### config.mk
export PLATFORM = sky130hd
export DESIGN_NAME = magic_square_sequencer
export DESIGN_NICKNAME = d
export VERILOG_FILES = /design/src/rtl/magic_square_sequencer.sv
export SDC_FILE = /design/constraint.sdc
export NUM_CORES = 1
export LEC_CHECK = 0
export CELL_PAD_IN_SITES_DETAIL_PLACEMENT = 2
export CELL_PAD_IN_SITES_GLOBAL_PLACEMENT = 2
export CORE_ASPECT_RATIO = 1.5
export CORE_MARGIN = 2
export CORE_UTILIZATION = 30
export CTS_CLUSTER_SIZE = 40
export DETAILED_ROUTE_END_ITERATION = 12
export GPL_TIMING_DRIVEN = 0
export PLACE_DENSITY_LB_ADDON = 0.1
export SLEW_MARGIN = 20
export SYNTH_ARGS = -nofsm -noshare
export SYNTH_HDL_FRONTEND = slang
export SYNTH_SLANG_ARGS = --single-unit
### constraint.sdc
create_clock -name clock -period 4.34 [get_ports clock]
set_input_delay 0.868 -clock clock [delete_from_list [all_inputs] [get_ports clock]]
set_output_delay 0.868 -clock clock [all_outputs]
set_load 0.01 [all_outputs]
### src/rtl/magic_square_sequencer.sv
// Serial loader and line-sum sequencer for the 3x3 magic-square checker.
// Optional MAGIC_EARLY_EXIT_EN: skip or cut short the sum pass once the verdict is known.
module magic_square_sequencer #(
  parameter int MAGIC_SUM = 15
) (
  input  logic       clock,
  input  logic       reset,
  input  logic [3:0] in_digit,
  input  logic       in_valid,
  output logic       in_ready,
  output logic       result_valid,
  input  logic       result_ready,
  output logic       is_magic,
  output logic       range_err,
  output logic       dup_err,
  output logic       sum_err,
  output logic [2:0] bad_line,
  output logic       busy
);

`ifdef MAGIC_EARLY_EXIT_EN
  localparam bit EARLY_EXIT = 1'b1;
`else
  localparam bit EARLY_EXIT = 1'b0;
`endif

  localparam logic [5:0] MAGIC6 = 6'(MAGIC_SUM);

  typedef enum logic [1:0] {LOAD, SUM, REPORT} state_t;

  state_t     state, state_next;
  logic [3:0] cells [9];
  logic [3:0] idx;
  logic [2:0] line;
  logic [1:0] elem;
  logic [5:0] acc;
  logic [8:0] seen;
  logic       range_q, dup_q, sum_q;
  logic [2:0] bad_q;

  logic       accept, last_accept, done;
  logic       digit_ok, dup_hit, err_next, line_bad;
  logic [8:0] digit_bit;
  logic [3:0] cell_val;
  logic [5:0] sum_now;

  // Each line is an arithmetic progression of cell indices: base + elem*step.
  function automatic logic [3:0] line_cell(input logic [2:0] ln, input logic [1:0] el);
    logic [3:0] base;
    logic [3:0] step;
    base = 4'd0;
    step = 4'd1;
    case (ln)
      3'd0: begin base = 4'd0; step = 4'd1; end
      3'd1: begin base = 4'd3; step = 4'd1; end
      3'd2: begin base = 4'd6; step = 4'd1; end
      3'd3: begin base = 4'd0; step = 4'd3; end
      3'd4: begin base = 4'd1; step = 4'd3; end
      3'd5: begin base = 4'd2; step = 4'd3; end
      3'd6: begin base = 4'd0; step = 4'd4; end
      default: begin base = 4'd2; step = 4'd2; end
    endcase
    return base + step * {2'b00, el};
  endfunction

  assign accept      = in_valid && (state == LOAD);
  assign last_accept = accept && (idx == 4'd8);
  assign done        = (state == REPORT) && result_ready;

  assign digit_ok  = (in_digit != 4'd0) && (in_digit <= 4'd9);
  assign digit_bit = digit_ok ? (9'b1 << (in_digit - 4'd1)) : 9'b0;
  assign dup_hit   = |(seen & digit_bit);
  assign err_next  = range_q || dup_q || !digit_ok || dup_hit;

  assign cell_val = cells[line_cell(line, elem)];
  assign sum_now  = acc + {2'b00, cell_val};
  assign line_bad = (state == SUM) && (elem == 2'd2) && (sum_now != MAGIC6);

  always_ff @(posedge clock) begin
    if (reset) state <= LOAD;
    else       state <= state_next;
  end

  always_comb begin
    state_next   = state;
    in_ready     = 1'b0;
    busy         = 1'b0;
    result_valid = 1'b0;
    is_magic     = 1'b0;
    range_err    = 1'b0;
    dup_err      = 1'b0;
    sum_err      = 1'b0;
    bad_line     = 3'd0;
    case (state)
      LOAD: begin
        in_ready = 1'b1;
        if (last_accept) state_next = (EARLY_EXIT && err_next) ? REPORT : SUM;
      end
      SUM: begin
        busy = 1'b1;
        if (elem == 2'd2 && (line == 3'd7 || (EARLY_EXIT && line_bad))) state_next = REPORT;
      end
      REPORT: begin
        result_valid = 1'b1;
        is_magic     = !range_q && !dup_q && !sum_q;
        range_err    = range_q;
        dup_err      = dup_q;
        sum_err      = sum_q;
        bad_line     = bad_q;
        if (result_ready) state_next = LOAD;
      end
      default: state_next = LOAD;
    endcase
  end

  // Cell storage carries data only; every cell is rewritten before it is read.
  always_ff @(posedge clock) begin
    if (accept) cells[idx] <= in_digit;
  end

  always_ff @(posedge clock) begin
    if (reset) begin
      idx     <= 4'd0;
      line    <= 3'd0;
      elem    <= 2'd0;
      acc     <= 6'd0;
      seen    <= 9'd0;
      range_q <= 1'b0;
      dup_q   <= 1'b0;
      sum_q   <= 1'b0;
      bad_q   <= 3'd0;
    end else begin
      if (accept) begin
        idx  <= last_accept ? 4'd0 : idx + 4'd1;
        seen <= seen | digit_bit;
        if (!digit_ok) range_q <= 1'b1;
        if (dup_hit)   dup_q   <= 1'b1;
        if (last_accept) begin
          line <= 3'd0;
          elem <= 2'd0;
        end
      end
      if (state == SUM) begin
        acc <= (elem == 2'd0) ? {2'b00, cell_val} : sum_now;
        if (elem == 2'd2) begin
          elem <= 2'd0;
          line <= line + 3'd1;
        end else begin
          elem <= elem + 2'd1;
        end
        // Only the first failing line is reported; later ones just keep sum_err set.
        if (line_bad) begin
          sum_q <= 1'b1;
          if (!sum_q) bad_q <= line;
        end
      end
      if (done) begin
        idx     <= 4'd0;
        acc     <= 6'd0;
        seen    <= 9'd0;
        range_q <= 1'b0;
        dup_q   <= 1'b0;
        sum_q   <= 1'b0;
        bad_q   <= 3'd0;
      end
    end
  end

endmodule
==> flow_summary.html <==
<table>
<tr><th>Metric</th><th>Value</th></tr>
<tr><th colspan="2">Status</th></tr>
<tr><td>Run status</td><td>finished, violations left</td></tr>
<tr><td>Violated checks</td><td>setup timing</td></tr>
<tr><th colspan="2">Worst setup path</th></tr>
<tr><td>Worst-path cell chain</td><td>ha_4 -&gt; ha_4 -&gt; o32a_1 -&gt; fa_1 -&gt; inv_1 -&gt; ha_2 -&gt; inv_2 -&gt; fa_2 -&gt; mux2i_1 -&gt; and2_4 -&gt; nor2_4 -&gt; ha_4 -&gt; fa_2 -&gt; nand3_2 -&gt; a2111oi_4 -&gt; o2bb2ai_4 -&gt; o211ai_4 -&gt; mux2i_1</td></tr>
<tr><td>Reg-to-reg startpoint</td><td>line[1]$_SDFF_PP0_</td></tr>
<tr><td>Critical path endpoint category</td><td>register</td></tr>
<tr><td>Worst R2R End</td><td>bad_q[1]$_SDFFE_PP0P_</td></tr>
<tr><td>Type of the worst setup path</td><td>reg2reg</td></tr>
<tr><td>Max stage delay on crit path</td><td>0.60 ns</td></tr>
<tr><td>Register-to-register setup slack</td><td>-0.35 ns</td></tr>
<tr><td>Number of cell instances on the worst register-to-register path</td><td>18</td></tr>
<tr><td>Crit Path Max Fanout</td><td>6</td></tr>
<tr><td>Critical-path cell with the highest stage delay</td><td>fa_2</td></tr>
<tr><td>Most common cell on crit path</td><td>ha_4</td></tr>
<tr><td>Cell type group with the largest total delay on the critical path</td><td>adder cells</td></tr>
<tr><td>Critical path data required time</td><td>4.59 ns</td></tr>
<tr><td>Number of stages on the worst setup path</td><td>18</td></tr>
<tr><td>Kind of start point of the critical path</td><td>register</td></tr>
<tr><td>Data arrival time of the critical path</td><td>4.94 ns</td></tr>
<tr><td>CP Buf/Inv Count</td><td>2</td></tr>
<tr><th colspan="2">Global routing</th></tr>
<tr><td>Gr busiest metal</td><td>met2</td></tr>
<tr><td>Via count of the first global-routing pass</td><td>2865</td></tr>
<tr><td>Pin count of the biggest net entering global routing</td><td>16</td></tr>
<tr><td>Number of antenna violations at the first check in global routing</td><td>0</td></tr>
<tr><td>Total global routing track utilization</td><td>0.1616</td></tr>
<tr><td>Global-route wire length before repair</td><td>15170 µm</td></tr>
<tr><td>Met3 demand-to-capacity share in global routing</td><td>0.02790</td></tr>
<tr><td>GR Util met2</td><td>0.3156</td></tr>
<tr><td>Met1 track demand over resource</td><td>0.1662</td></tr>
<tr><td>Leftover overflow at the end of global routing</td><td>0</td></tr>
<tr><th colspan="2">Place</th></tr>
<tr><td>Detail Placement HPWL</td><td>6851 µm</td></tr>
<tr><td>Worst slack after detailed placement</td><td>-0.7144 ns</td></tr>
<tr><td>Routability congestion estimate from global placement</td><td>0.7056</td></tr>
<tr><td>Number of port buffers</td><td>16</td></tr>
<tr><th colspan="2">Layout</th></tr>
<tr><td>Area growth syn-to-layout</td><td>30.66%</td></tr>
<tr><td>Multi-input logic area</td><td>1868 µm²</td></tr>
<tr><td>Post-layout util</td><td>0.4035</td></tr>
<tr><td>Commonest cells after routing, fill and taps aside</td><td>37 x nand2_1, 36 x edfxtp_1, 29 x dfxtp_1, 24 x nor2_1, 23 x a21oi_1</td></tr>
<tr><td>Proportion of layout cells with a drive suffix above 1</td><td>0.2310</td></tr>
<tr><td>Fillers</td><td>1165</td></tr>
<tr><td>Most common library cell in the layout ignoring fill and taps</td><td>nand2_1</td></tr>
<tr><td>Area taken by flip-flops and latches</td><td>1730 µm²</td></tr>
<tr><td>Total number of nets in the final design</td><td>393</td></tr>
<tr><td>Diodes inserted</td><td>0</td></tr>
<tr><th colspan="2">Floorplan</th></tr>
<tr><td>DIE AREA</td><td>12330 µm²</td></tr>
<tr><td>Initial cell density of the core</td><td>0.3088</td></tr>
<tr><td>Core outline area</td><td>11110 µm²</td></tr>
<tr><td>Top-level I/O count</td><td>18</td></tr>
<tr><td>Die X</td><td>91.33 µm</td></tr>
<tr><td>Number of cell rows</td><td>47</td></tr>
<tr><td>Die height</td><td>135.0 µm</td></tr>
<tr><th colspan="2">Power</th></tr>
<tr><td>Leak</td><td>1.597 nW</td></tr>
<tr><td>Register share of total power</td><td>0.461</td></tr>
<tr><td>Part of the power in combinational logic</td><td>0.059</td></tr>
<tr><td>Power density of the placed cells</td><td>333.8 nW/µm²</td></tr>
<tr><td>Share of power burned in the clock network</td><td>0.480</td></tr>
<tr><td>Internal cell power</td><td>0.001161 W</td></tr>
<tr><td>Psw</td><td>0.0003355 W</td></tr>
<tr><td>Peak ir drop on the vdd network</td><td>162.9 µV</td></tr>
<tr><td>Switching power share of the total</td><td>0.2241</td></tr>
<tr><th colspan="2">Yosys</th></tr>
<tr><td>Synth unique cells</td><td>51</td></tr>
<tr><td>EDFF count, synth</td><td>36</td></tr>
<tr><td>Xor and xnor area share after synthesis</td><td>0.02005</td></tr>
<tr><td>Synth Register Bits</td><td>68</td></tr>
<tr><td>Synthesized netlist cell count</td><td>319</td></tr>
<tr><td>Adder-cell share of the synthesized area</td><td>0.08895</td></tr>
<tr><td>Share of synthesized flip-flops with an asynchronous set or reset</td><td>0</td></tr>
<tr><td>Simple-gate portion of the synthesized area</td><td>0.1630</td></tr>
<tr><td>Netlist Area Pre-Place</td><td>3432 µm²</td></tr>
<tr><td>Syn nets</td><td>349</td></tr>
<tr><td>Average cell area after synthesis</td><td>10.76 µm²</td></tr>
<tr><td>Main flop type after synthesis</td><td>edfxtp_1</td></tr>
<tr><td>Proportion of synthesized chip area in sequential cells</td><td>0.5016</td></tr>
<tr><td>Share of synthesized area spent on multiplexers</td><td>0.08421</td></tr>
<tr><td>Share of the synthesized area in compound gates (AO/OA/AOI/OAI)</td><td>0.1097</td></tr>
<tr><td>Main combinational cell family by area after synthesis</td><td>simple AND/OR/NAND/NOR gates</td></tr>
<tr><td>Syn. warnings</td><td>0</td></tr>
<tr><th colspan="2">Hold path</th></tr>
<tr><td>Start point of the worst hold path</td><td>bad_q[2]$_SDFFE_PP0P_</td></tr>
<tr><td>Min-Delay Path Class</td><td>reg2reg</td></tr>
<tr><td>Cell count of the worst hold path</td><td>2</td></tr>
<tr><td>Endpoint of the worst hold-timing path</td><td>bad_q[2]$_SDFFE_PP0P_</td></tr>
<tr><th colspan="2">Timing</th></tr>
<tr><td>Maximum clock frequency</td><td>213.4 MHz</td></tr>
<tr><td>Worst-case setup margin in the final layout</td><td>-0.3457 ns</td></tr>
<tr><td>Setup tns final</td><td>-1.283 ns</td></tr>
<tr><td>Final Hold Vio Count</td><td>0</td></tr>
<tr><td>Unrepaired setup endpoints after global routing</td><td>yes</td></tr>
<tr><td>Minimum period implied by the final worst setup slack</td><td>4.686 ns</td></tr>
<tr><td>Worst hold slack</td><td>0.4651 ns</td></tr>
<tr><td>Worst-margin pin slew</td><td>0.6690 ns</td></tr>
<tr><td>Setup violations, final</td><td>5</td></tr>
<tr><td>Tcrit/Tclk final</td><td>1.080</td></tr>
<tr><td>Max Slew Vio Count</td><td>0</td></tr>
<tr><td>Relative max-transition margin</td><td>0.5540</td></tr>
<tr><td>Setup Skew</td><td>0.007203 ns</td></tr>
<tr><th colspan="2">Route</th></tr>
<tr><td>Average routed wire per standard cell</td><td>18.15 µm</td></tr>
<tr><td>Total wire length after detailed routing</td><td>9346 µm</td></tr>
<tr><td>Avg Vias per Cell</td><td>4.965</td></tr>
<tr><td>Number of DRC violations after detailed routing</td><td>0</td></tr>
<tr><td>Via count</td><td>2557</td></tr>
<tr><td>Number of DRC violations after detailed-routing iteration 0</td><td>59</td></tr>
<tr><td>First-pass DRT Iterations</td><td>4</td></tr>
<tr><td>Number of nets with antenna violations after routing</td><td>0</td></tr>
<tr><th colspan="2">Clock tree</th></tr>
<tr><td>Clock network latency to the later pin of the worst-skew pair</td><td>0.33 ns</td></tr>
<tr><td>Number of H-tree levels</td><td>3</td></tr>
<tr><td>Number of sinks driven by the clock tree</td><td>68</td></tr>
<tr><td>CTS Buffer Depth</td><td>2</td></tr>
<tr><td>Number of buffers inserted during clock tree synthesis</td><td>9</td></tr>
<tr><td>Clock Tree Root</td><td>clkbuf_16</td></tr>
<tr><td>Clock slew at the register clock pins of the worst setup and hold paths</td><td>0.06 ns</td></tr>
<tr><td>Clock tree from TritonCTS</td><td>done</td></tr>
<tr><th colspan="2">Job</th></tr>
<tr><td>Total of max-cap violations</td><td>0</td></tr>
</table>
[sequential cells by signal (all words and copies together), names as in the netlist, 2 cells and up]
signal and cells:
acc 6, bad_q 3, cells 36, elem 2, idx 4, line 3, seen 9, state 2
[cells by family after synthesis]
logic type               Yosys count
AND/OR/NAND/NOR                  117
AO/OA/AOI/OAI                     58
buffers and inverters             27
flip-flops                        68
XOR/XNOR                           7
multiplexers                      20
adder cells (fa/ha/maj)           22
[routing by layer]
layer	wire length [µm]	vias to the layer above
met1	3576	1295
met3	143	14
met2	5411	16
li1	-	1232
met4	215	0
met5	0	-
[final cells by class]
class / instances / area share
plain buffers: 13 / 0.01535
clock buffers: 9 / 0.05022
clock inverters: 7 / 0.01507
inverters: 14 / 0.01172
multi-input cells: 224 / 0.4166
flip-flops and latches: 68 / 0.3859
well taps: 147 / 0.04102
repair buffers: 33 / 0.06417
[synthesized netlist by cell type (all sizes together) (2+ instances only)]
cell type / instances / area, µm²
o31a: 2 / 17.52
xor2: 3 / 26.28
nor2: 28 / 105.1
nand2: 37 / 138.9
xnor2: 4 / 42.55
dfxtp: 32 / 640.6
fa: 4 / 80.08
a41oi: 2 / 17.52
ha: 18 / 225.2
nand2b: 3 / 18.77
nor2b: 2 / 12.51
nand3b: 2 / 15.01
and2: 19 / 118.9
edfxtp: 36 / 1081
mux4: 7 / 157.7
buf: 5 / 28.77
o21ai: 11 / 55.05
a21o: 3 / 22.52
clkbuf: 8 / 30.03
mux2i: 12 / 120.1
a21oi: 24 / 120.1
a2111oi: 2 / 25.02
nand3: 10 / 50.05
nor3: 6 / 30.03
a31oi: 3 / 18.77
inv: 14 / 52.55
a211oi: 2 / 15.01
and3: 2 / 13.77
nor3b: 2 / 15.01
[per-stage QoR]
| step | std cells | power, W | cell area [µm²] |
|---|---|---|---|
| floorplan | 319 | 0.0007526 | 3510 |
| global placement | 482 | 0.0007831 | 3854 |
| detailed placement | 482 | 0.0007862 | 3854 |
| CTS | 507 | 0.001519 | 4379 |
| global route | 515 | 0.001555 | 4484 |
| finish | 515 | 0.001497 | 4484 |
[power by group through the flow]
stage | Combinational, W | Clock [W] | Sequential [W]
finish | 0.0000882 | 0.000718 | 0.000691
global route | 0.0000987 | 0.000765 | 0.000692
CTS | 0.0000879 | 0.000741 | 0.000691
detailed placement | 0.0000805 | 0 | 0.000706
global placement | 0.0000779 | 0 | 0.000705
floorplan | 0.0000486 | 0 | 0.000704
[timing repair]
item	CTS	global route
gates cloned	0	0
hold buffers	0	0
pin swaps	17	17
hold endpoints to repair	0	0
endpoints found under the setup margin	8	8
resized for setup	33	12
setup buffers	9	8
[worst max-delay path by stage]
stage,start,endpoint,slack (ns)
finish,line[1]$_SDFF_PP0_,bad_q[1]$_SDFFE_PP0P_,-0.35
global route,line[1]$_SDFF_PP0_,bad_q[0]$_SDFFE_PP0P_,-0.53
CTS,line[1]$_SDFF_PP0_,bad_q[1]$_SDFFE_PP0P_,-0.44
detailed placement,line[0]$_SDFF_PP0_,bad_q[1]$_SDFFE_PP0P_,-0.71
global placement,line[0]$_SDFF_PP0_,bad_q[2]$_SDFFE_PP0P_,-0.61
floorplan,line[0]$_SDFF_PP0_,bad_q[0]$_SDFFE_PP0P_,-0.05
[worst min-delay path: stages (launching register included)]
cell and delay, ns:
dfxtp_1 0.31, nand2_1 0.05, mux2i_1 0.06
(Power assumes the default switching activity.)
